### src/rtl/mux16_serializer.sv
// mux16_serializer: loads a 16-bit word, steps the mux16 select and streams mux_y out as serial beats (MUX16_SER_PARITY_EN adds a parity beat; ports: clk, rst, in_* load handshake, mux_a/mux_s/mux_y mux link, ser_* serial handshake, busy)
module mux16_serializer #(
  parameter bit MSB_FIRST = 1'b0
) (
  input  logic        clk,
  input  logic        rst,
  input  logic [15:0] in_data,
  input  logic        in_valid,
  output logic        in_ready,
  output logic [15:0] mux_a,
  output logic [3:0]  mux_s,
  input  logic        mux_y,
  output logic        ser_bit,
  output logic        ser_valid,
  input  logic        ser_ready,
  output logic        ser_last,
  output logic        busy
);
  localparam logic [1:0] IDLE = 2'd0, SHIFT = 2'd1, PARITY = 2'd2;
  localparam logic [3:0] S_START = MSB_FIRST ? 4'hf : 4'h0;
  localparam logic [3:0] S_END = MSB_FIRST ? 4'h0 : 4'hf;
  logic [1:0] state_q, state_d;
  logic [15:0] mux_a_q, mux_a_d;
  logic [3:0] mux_s_q, mux_s_d;
  logic at_end, load, accept;
  assign at_end = mux_s_q == S_END;
  assign mux_a = mux_a_q;
  assign mux_s = mux_s_q;
  assign ser_valid = state_q != IDLE;
  assign busy = state_q != IDLE;
  assign in_ready = !rst && (state_q == IDLE || (ser_last && ser_ready));
  assign load = in_valid && in_ready;
  assign accept = ser_valid && ser_ready;
`ifdef MUX16_SER_PARITY_EN
  logic par_q, par_d;
  assign ser_last = state_q == PARITY;
  assign ser_bit = state_q == PARITY ? par_q : mux_y;
`else
  assign ser_last = state_q == SHIFT && at_end;
  assign ser_bit = mux_y;
`endif
  always_comb begin
    state_d = state_q;
    mux_a_d = mux_a_q;
    mux_s_d = mux_s_q;
`ifdef MUX16_SER_PARITY_EN
    par_d = par_q;
    if (accept && state_q == SHIFT && at_end) state_d = PARITY;
`endif
    if (accept && state_q == SHIFT && !at_end) mux_s_d = MSB_FIRST ? mux_s_q - 4'd1 : mux_s_q + 4'd1;
    if (accept && ser_last) state_d = IDLE;
    // a load on the final-beat edge overrides the return to IDLE
    if (load) begin
      state_d = SHIFT;
      mux_a_d = in_data;
      mux_s_d = S_START;
`ifdef MUX16_SER_PARITY_EN
      par_d = ^in_data;
`endif
    end
  end
  always_ff @(posedge clk) begin
    if (rst) begin
      state_q <= IDLE;
      mux_a_q <= 16'h0000;
      mux_s_q <= 4'h0;
`ifdef MUX16_SER_PARITY_EN
      par_q <= 1'b0;
`endif
    end else begin
      state_q <= state_d;
      mux_a_q <= mux_a_d;
      mux_s_q <= mux_s_d;
`ifdef MUX16_SER_PARITY_EN
      par_q <= par_d;
`endif
    end
  end
endmodule
### config.mk
export PLATFORM = sky130hd
export DESIGN_NAME = mux16_serializer
export DESIGN_NICKNAME = d
export VERILOG_FILES = /design/src/rtl/mux16_serializer.sv
export SDC_FILE = /design/constraint.sdc
export NUM_CORES = 1
export LEC_CHECK = 0
export ABC_AREA = 0
export ABC_CLOCK_PERIOD_IN_PS = 3500
export BUFFER_PORTS_ARGS = -buffer_cell sky130_fd_sc_hd__buf_2
export CAP_MARGIN = 20
export CORE_UTILIZATION = 43
export DETAILED_ROUTE_END_ITERATION = 7
export PLACE_DENSITY = 0.74
export SLEW_MARGIN = 20
export SYNTH_ARGS = -nofsm -noshare
export SYNTH_HDL_FRONTEND = slang
export SYNTH_SLANG_ARGS = --single-unit
### constraint.sdc
create_clock -name clk -period 3.5 [get_ports clk]
set_clock_uncertainty 0.1 [all_clocks]
set_input_delay 0.175 -clock clk [delete_from_list [all_inputs] [get_ports clk]]
set_output_delay 0.175 -clock clk [all_outputs]
set_load 0.05 [all_outputs]
======== Word-level counts from Yosys, hierarchy flattened ========
Index checks and enable logic that the tools add are counted.
storage, ports and cells
  flip-flop bits (word level) ............. 21
  input bits .............................. 21
  word-level logic and storage cells ...... 21
cells by class
  $add $sub $neg .......................... 1
  equality and inequality tests ........... 1
  mux-type cells .......................... 2
  reductions and logical operators ........ 14
operators by type and width
  cell                                          number
  logical AND 1 bit                             8
  adder 4 x 1 -> 4 bit (second input constant)  1
  == test 4 bit (second input constant)         1
  zero test 1 bit                               2
  zero test 2 bit                               1
  two-way mux 1 bit                             2
  nonzero test 2 bit                            1
  OR reduction 2 bit                            1
  logical OR 1 bit                              1

======== Logic depth before layout (Yosys ltp) ========
Gate-level depths: netlist of the first run.
  depth after elaboration ................. 7
  gate-level depth with buffers ........... 5
  depth with buffers taken out ............ 4

======== Least setup slack after synthesis of the first run ========
OpenSTA, ideal clock, no wires.
  kind .................................... reg2out
  start ................................... register mux_s_q[0], in the netlist mux_s[0]
  end ..................................... output in_ready
  arrival time ............................ 1.980 ns
  data required time ...................... 3.225 ns
  path slack .............................. 1.245 ns
  stages on the path, launching flop included .. 4
  buffers on the path ..................... 0
  cells stage by stage .................... dfxtp_1 -> ha_1 -> nand4_2 -> a21oi_1
between the ends
  cells in the longest elaborated chain, start to end .. 5
RTL lines
  what                    line  source
  from (decl)             24    logic [3:0] mux_s_q, mux_s_d;
  from (signal assigned)  73    mux_s_q <= mux_s_d;
  == test 4 bit           26    assign at_end = mux_s_q == S_END;
  logical AND 1 bit       39    assign ser_last = state_q == SHIFT && at_end;
  logical AND 1 bit       31    assign in_ready = !rst && (state_q == IDLE || (ser_last && ser_ready));
  logical OR 1 bit        31
  logical AND 1 bit       31
  to (decl)               9     output logic in_ready,
No other way between the ends.

======== Final worst setup path of the first run ========
Ends and elaborated chain as after synthesis.

==> results.yml, run 1 <==
routing:
  top_layer: "met4"
  routed_wire_length_per_instance_um: 11.39
  detailedRoute.firstIterationViolations: 4
  vias_cell: 5.018
  vias: 853
  drt_drc_violations_left: 0
  totalWireLength_um: 1937
  met2WireLength_um: 975
  first_pass_iters: 3
  route.layer.met1.wl_um: 836
  met3_length_um: 108
  route.antenna.remaining_nets: 0
cts:
  clk_pin_slew_worst_paths_ps: 110
  cts_buffer_depth: 2
  post-cts-setup-buffer-count: 0
  ctsRootBufferMaster: "sky130_fd_sc_hd__clkbuf_4"
  tritoncts: "yes"
  htree_levels: 1
  clk-insertion-delay-late_ps: 290
  cts_inserted_buffers: 3
  post_cts.resized_instances: 0
  tritoncts_sinks: 21
floorplanning:
  initial_core_utilization: 0.4564
  die_x_um: 50.46
  ios: 46
  rows: 17
  coreArea_sq_um: 2212
  fp.dieArea_sq_um: 2546
  floorplan.die.height_um: 50.46
global_route:
  grt_pass1_vias: 762
  grt_max_degree: 39
  grt_antenna_before_repair: 0
  grt.overflow.total: 0
  grt_pass1_wl_um: 3180
  groute.usage.overall: 0.1653
layout:
  flow.area_growth_from_synthesis_pct: 23.92
  multi_input_comb_area_sq_um: 536.8
  num_antenna_cells: 0
  n_fill_cell: 230
  drive_gt1_frac: 0.3732
  final_design_area_no_fill_sq_um: 1251
  register_area_sq_um: 420.4
  finalNetCount: 165
placement:
  placer_s_final_routability_congestion_estimate: 0.7424
  dp_hpwl_um: 1430
  dpl-instance-area_sq_um: 1215
  port_buffers: 43
power:
  pwr-share-clk: 0.228
  power.switching_fraction: 0.3179
  power.density_nw_per_um2: 392.2
  switching_pwr_w: 0.0001560
  ir_drop_mv: 0.2451
  power.sequential.fraction: 0.530
  lkg_pwr_nw: 0.5760
  combinationalPowerShare: 0.241
  power.internal_w: 0.0003347
critical_path:
  cp-startpoint: "mux_s[0]"
  worstSetupStartpointType: "flop"
  worstSetupEndpoint: "in_ready"
  worst_ep_arrival_time_ps: 1620
  end_kind: "primary output"
  critPathMaxStageDelay_ps: 420
  critical_path.cell_chain: "ha_1, nand4_2, a21oi_1, buf_2"
  ff2ff_path_depth: 5
  critical_path.slowest_cell: "sky130_fd_sc_hd__dfxtp_1"
  crit_type: "reg2out"
  timing.reg2reg.setup_slack_ps: 1780
  worst_r2r_startpoint: "mux_s[0]"
  crit_fanout: 6
  r2r_end: "mux_a[8]"
  critPathRequiredTime_ps: 3220
sta:
  final.min_clock_period_ps: 1892
  timing.fmax_mhz: 528.7
  worst_pin_slew_ps: 485.7
  final_max_tran_viols: 0
  timing.final.hold_violations: 0
  grt_setup_unrepaired: "false"
  min_period_over_period: 0.5405
  remaining_max_slew_budget_at_the_tightest_pin: 0.6762
  final.setup.tns_ps: 0
  setup-violations-final: 0
hold_path:
  hold_path.class: "in2reg"
synth:
  post_synth_inst_count: 101
  synth_warnings: 0
  ys_seq_elements: 21
  netlist_area_sq_um: 1010
  syn_nets: 123
  mean_post_synth_cell_area_sq_um: 9.997
  ys_seq_area_frac: 0.4164
  synth.distinct_cells: 25
run:
  cap_viol_max_count: 0
run_status:
  status: "finished, final reports clean"
-- cell families after synthesis --
| logic type | after synthesis | share of synthesized area |
|---|---|---|
| buffers and inverters | 8 | 0.05203 |
| DFF | 21 | 0.4164 |
| and+or+nand+nor | 45 | 0.2813 |
| muxes | 16 | 0.1586 |
| adders and majority gates | 1 | 0.01239 |
| AOI/OAI and AO/OA | 10 | 0.07930 |
-- state kept, by name, summed over array words and instances, names as in the netlist --
name / cells
mux_s: 4
mux_a: 16
state_q: 1
-- cells in the final DEF (no fill, tap or decap) --
| cell | instances |
|---|---|
| sky130_fd_sc_hd__and2_2 | 1 |
| sky130_fd_sc_hd__dfxtp_1 | 21 |
| sky130_fd_sc_hd__mux2i_1 | 16 |
| sky130_fd_sc_hd__nand3b_1 | 1 |
| sky130_fd_sc_hd__nor2_1 | 1 |
| sky130_fd_sc_hd__clkbuf_1 | 1 |
| sky130_fd_sc_hd__buf_4 | 1 |
| sky130_fd_sc_hd__nand4_2 | 1 |
| sky130_fd_sc_hd__nor4_1 | 1 |
| sky130_fd_sc_hd__a21boi_2 | 1 |
| sky130_fd_sc_hd__a41oi_1 | 1 |
| sky130_fd_sc_hd__a211oi_2 | 1 |
| sky130_fd_sc_hd__nand2_1 | 2 |
| sky130_fd_sc_hd__a21oi_1 | 3 |
| sky130_fd_sc_hd__clkbuf_4 | 3 |
| sky130_fd_sc_hd__a211oi_1 | 1 |
| sky130_fd_sc_hd__ha_1 | 1 |
| sky130_fd_sc_hd__nand2b_1 | 32 |
| sky130_fd_sc_hd__dlygate4sd3_1 | 1 |
| sky130_fd_sc_hd__o21ai_0 | 2 |
| sky130_fd_sc_hd__buf_2 | 43 |
| sky130_fd_sc_hd__and3_4 | 1 |
| sky130_fd_sc_hd__nand3_1 | 1 |
| sky130_fd_sc_hd__or3_1 | 1 |
| sky130_fd_sc_hd__nor3_1 | 2 |
| sky130_fd_sc_hd__and2_1 | 1 |
| sky130_fd_sc_hd__a2111oi_2 | 1 |
-- metrics by stage --
stage                     setup slack, ps  std cells   power, W    util  hold WS [ps]
after global placement               1863        165  0.0003816  0.5492         250.3
after CTS                            1582        170  0.0004983  0.5656         14.15
final                                1608        170  0.0004907  0.5656         25.31
after detailed placement             1782        165  0.0003842  0.5492         250.3
after global routing                 1474        170  0.0005190  0.5656         11.04
after floorplan                      1245        101  0.0003595       -         192.4
-- cell usage after synthesis (all sizes together) --
master	instances	share of area
mux2i	16	0.16
a2111oi	1	0.015
nor4	1	0.0062
a211oi	2	0.020
a21boi	1	0.011
dfxtp	21	0.42
nand3	1	0.0050
and3	1	0.011
nand4	1	0.012
nand2	2	0.0074
clkbuf	4	0.015
nor2	1	0.0037
nand3b	1	0.0074
a21oi	3	0.015
nor3	2	0.0099
or3	1	0.0062
buf	4	0.037
o21ai	2	0.0099
nand2b	32	0.20
a41oi	1	0.0087
ha	1	0.012
and2	2	0.014
-- what timing repair did --
item                                    in CTS  in global routing
hold buffers                                 1                  0
endpoints found under the hold margin        1                  0
endpoints found under the setup margin       0                  0
-- layout make-up --
type | count | area share
multi-input cells | 72 | 0.4290
flip-flops and latches | 21 | 0.3360
repair buffers | 45 | 0.1860
well taps | 28 | 0.02800
clock buffers | 4 | 0.02100
-- critical path, delay by kind of cell (launching register included) --
family | cells | cell delay, ps
simple gates | 1 | 150
buf+inv | 1 | 290
compound gates | 1 | 190
flops | 1 | 420
fa+ha+maj | 1 | 280
-- power groups by stage --
stage                     Clock, W  Sequential, W  Combinational (W)
after floorplan                  0       0.000310          0.0000494
after global placement           0       0.000265           0.000117
after detailed placement         0       0.000265           0.000119
after CTS                 0.000119       0.000260           0.000120
after global routing      0.000131       0.000263           0.000125
final                     0.000112       0.000260           0.000118
-- worst min path at each step --
stage	from	end	cells after the start
4_1_cts	in_data[2]	mux_a[2]	3
3_3_place_gp	mux_y	ser_bit	0
5_1_grt	in_data[10]	mux_a[10]	3
3_5_place_dp	mux_y	ser_bit	0
2_1_floorplan	in_valid	state_q[0]	2
6_report	in_data[2]	mux_a[2]	3
-- per-layer routing --
layer  vias to the layer above  track usage
met2                        24       0.2844
met1                       404       0.1848
met4                         0      0.09722
li1                        423            -
met5                         -            0
met3                         2      0.03636
Power figures use the tool's default switching activity.
==> run 2: changes to the inputs <==
- ABC_AREA: 0 -> 1
- ABC_CLOCK_PERIOD_IN_PS: 3500 -> 1900
- PLACE_DENSITY: 0.74 -> 0.77
- clock period: 3.5 -> 1.9 ns (I/O delays scaled with it)
==> run 2 against run 1 <==
Combinational power increased by 130%; synthesized area decreased by 13%; final cell count increased by 16%; critical path depth unchanged; largest power group unchanged; non-clock buffer count increased by 19; global-route usage increased by 5.9 points; critical path type unchanged.
==> results.yml, run 2 <==
sta:
  setup-violations-final: 0
  grt_setup_unrepaired: "false"
  min_period_over_period: 0.9451
  final.setup.tns_ps: 0
  remaining_max_slew_budget_at_the_tightest_pin: 0.7818
  timing.final.hold_violations: 0
  timing.fmax_mhz: 556.9
  worst_pin_slew_ps: 326.9
  final_max_tran_viols: 0
  final.min_clock_period_ps: 1796
layout:
  num_antenna_cells: 0
  drive_gt1_frac: 0.3275
  final_design_area_no_fill_sq_um: 1309
  most_frequent_standard_cell_in_the_layout_excluding_fill_and_tap_cells: "sky130_fd_sc_hd__buf_2"
  final_util: 0.6740
  final_cell_mix: "sky130_fd_sc_hd__buf_2, sky130_fd_sc_hd__nand3_1, sky130_fd_sc_hd__nand2_1, sky130_fd_sc_hd__dfxtp_1, sky130_fd_sc_hd__dlygate4sd3_1"
  n_fill_cell: 183
  flow.area_growth_from_synthesis_pct: 48.37
  largest_reg_flops: 16
  finalNetCount: 194
synth:
  synth_area_leader_cell: "sky130_fd_sc_hd__dfxtp_1"
  post_synth_main_area_contributors: "sky130_fd_sc_hd__dfxtp_1, sky130_fd_sc_hd__nand3_1, sky130_fd_sc_hd__nand2_1"
  asyncSetResetFlopFracSynth: 0
  ys_seq_area_frac: 0.4766
  ys_seq_elements: 21
  synth_top_cells_by_count: "sky130_fd_sc_hd__nand3_1, sky130_fd_sc_hd__nand2_1, sky130_fd_sc_hd__dfxtp_1"
  netlist_area_sq_um: 882.1
  post_synth_inst_count: 110
  yosys.area.top_type_share: 0.4766
  synth.distinct_cells: 20
  mean_post_synth_cell_area_sq_um: 8.019
  post-synth-top-count-cell: "sky130_fd_sc_hd__nand3_1"
  synth_warnings: 0
  syn_nets: 132
  synth_edf_count: 0
  synth-main-ff-cell: "sky130_fd_sc_hd__dfxtp_1"
run:
  cap_viol_max_count: 0
placement:
  dpl-instance-area_sq_um: 1087
  port_buffers: 43
  dp_hpwl_um: 1408
  placer_s_final_routability_congestion_estimate: 0.6879
critical_path:
  worst_ep_arrival_time_ps: 1600
  critPathRequiredTime_ps: 1700
  worstSetupStartpointType: "flop"
  end_kind: "primary output"
  crit_fanout: 6
  crit_type: "reg2out"
routing:
  totalWireLength_um: 2333
  drt_drc_violations_left: 0
  route.layer.met1.wl_um: 872
  met3_length_um: 122
  route.antenna.remaining_nets: 0
  detailedRoute.firstIterationViolations: 12
  vias_cell: 4.904
  top_layer: "met4"
  met2WireLength_um: 1275
  first_pass_iters: 4
  vias: 971
  routed_wire_length_per_instance_um: 11.78
floorplanning:
  die_x_um: 47.29
  initial_core_utilization: 0.4543
  coreArea_sq_um: 1942
  rows: 16
  ios: 46
  fp.dieArea_sq_um: 2236
  floorplan.die.height_um: 47.29
global_route:
  grt_antenna_before_repair: 0
  grt.overflow.total: 0
  grt_pass1_wl_um: 3436
  groute.usage.overall: 0.2242
  grt_max_degree: 19
  grt_pass1_vias: 830
cts:
  clk-insertion-delay-late_ps: 290
  ctsRootBufferMaster: "sky130_fd_sc_hd__clkbuf_4"
  cts_buffer_depth: 2
  cts_inserted_buffers: 3
  clk_pin_slew_worst_paths_ps: 110
  tritoncts: "yes"
  htree_levels: 1
  tritoncts_sinks: 21
power:
  power.total_w: 0.0009622
  lkg_pwr_nw: 0.6810
  power.density_nw_per_um2: 735.2
  ir_drop_mv: 0.5704
run_status:
  status: "finished, final reports clean"
hold_path:
  hold_path.class: "in2out"
run 2: what timing repair did:
item	4_1_cts	5_1_grt
pin swaps	0	1
gates resized for setup	1	0
hold buffers	17	0
endpoints found under the setup margin	1	1
buffers inserted	0	3
endpoints found under the hold margin	17	0
run 2: power by group:
| part | internal, W | total (W) | switching, W |
|---|---|---|---|
| Clock | 0.0000817 | 0.000208 | 0.000126 |
| Sequential | 0.000469 | 0.000486 | 0.0000174 |
| Combinational | 0.0000867 | 0.000268 | 0.000181 |
run 2: logic make-up after synthesis:
| family | Yosys count | synth area share |
|---|---|---|
| buffers and inverters | 14 | 0.09076 |
| and+or+nand+nor | 70 | 0.3773 |
| xor gates and xnor gates | 1 | 0.009931 |
| DFF | 21 | 0.4766 |
| AOI/OAI and AO/OA | 3 | 0.03121 |
| adders and majority gates | 1 | 0.01418 |
run 2: path summary, 6_finish.rpt:
check                           startpoint         to  slack (ps)  depth (start not counted)
worst min-delay path                 mux_y    ser_bit          90                          0
worst max-delay path              mux_s[0]   in_ready         100                          4
worst min register to register   mux_a[10]  mux_a[10]         370                          2
worst max register to register    mux_s[0]  mux_a[11]         320                          6
run 2: per-layer routing:
layer / global-route usage / up-vias
met1: 0.2342 / 442
met4: 0.1371 / 0
met2: 0.4164 / 36
li1: - / 487
met3: 0.03077 / 6
met5: 0 / -
run 2: metrics by stage:
step	hold slack [ps]	cells	worst slack [ps]
2_1_floorplan	64.07	110	11.79
3_3_place_gp	90.59	174	347.6
3_5_place_dp	90.59	174	301.6
4_1_cts	90.59	195	6.957
5_1_grt	90.13	198	11.41
6_report	90.02	198	104.4
run 2: area by class of cell:
type                    instances  area, sq um  share of cell area
repair buffers                 64        417.9              0.3193
well taps                      27        33.78             0.02581
flip-flops and latches         21        420.4              0.3212
inverters                       7        26.28             0.02008
clock buffers                   4        26.28             0.02008
multi-input cells              75        384.1              0.2935
run 2: worst max-delay path, cell delays in order, from the launching register on:
cell,delay (ps)
sky130_fd_sc_hd__dfxtp_1,400
sky130_fd_sc_hd__ha_1,240
sky130_fd_sc_hd__nand4_2,170
sky130_fd_sc_hd__a21oi_4,260
sky130_fd_sc_hd__buf_4,240
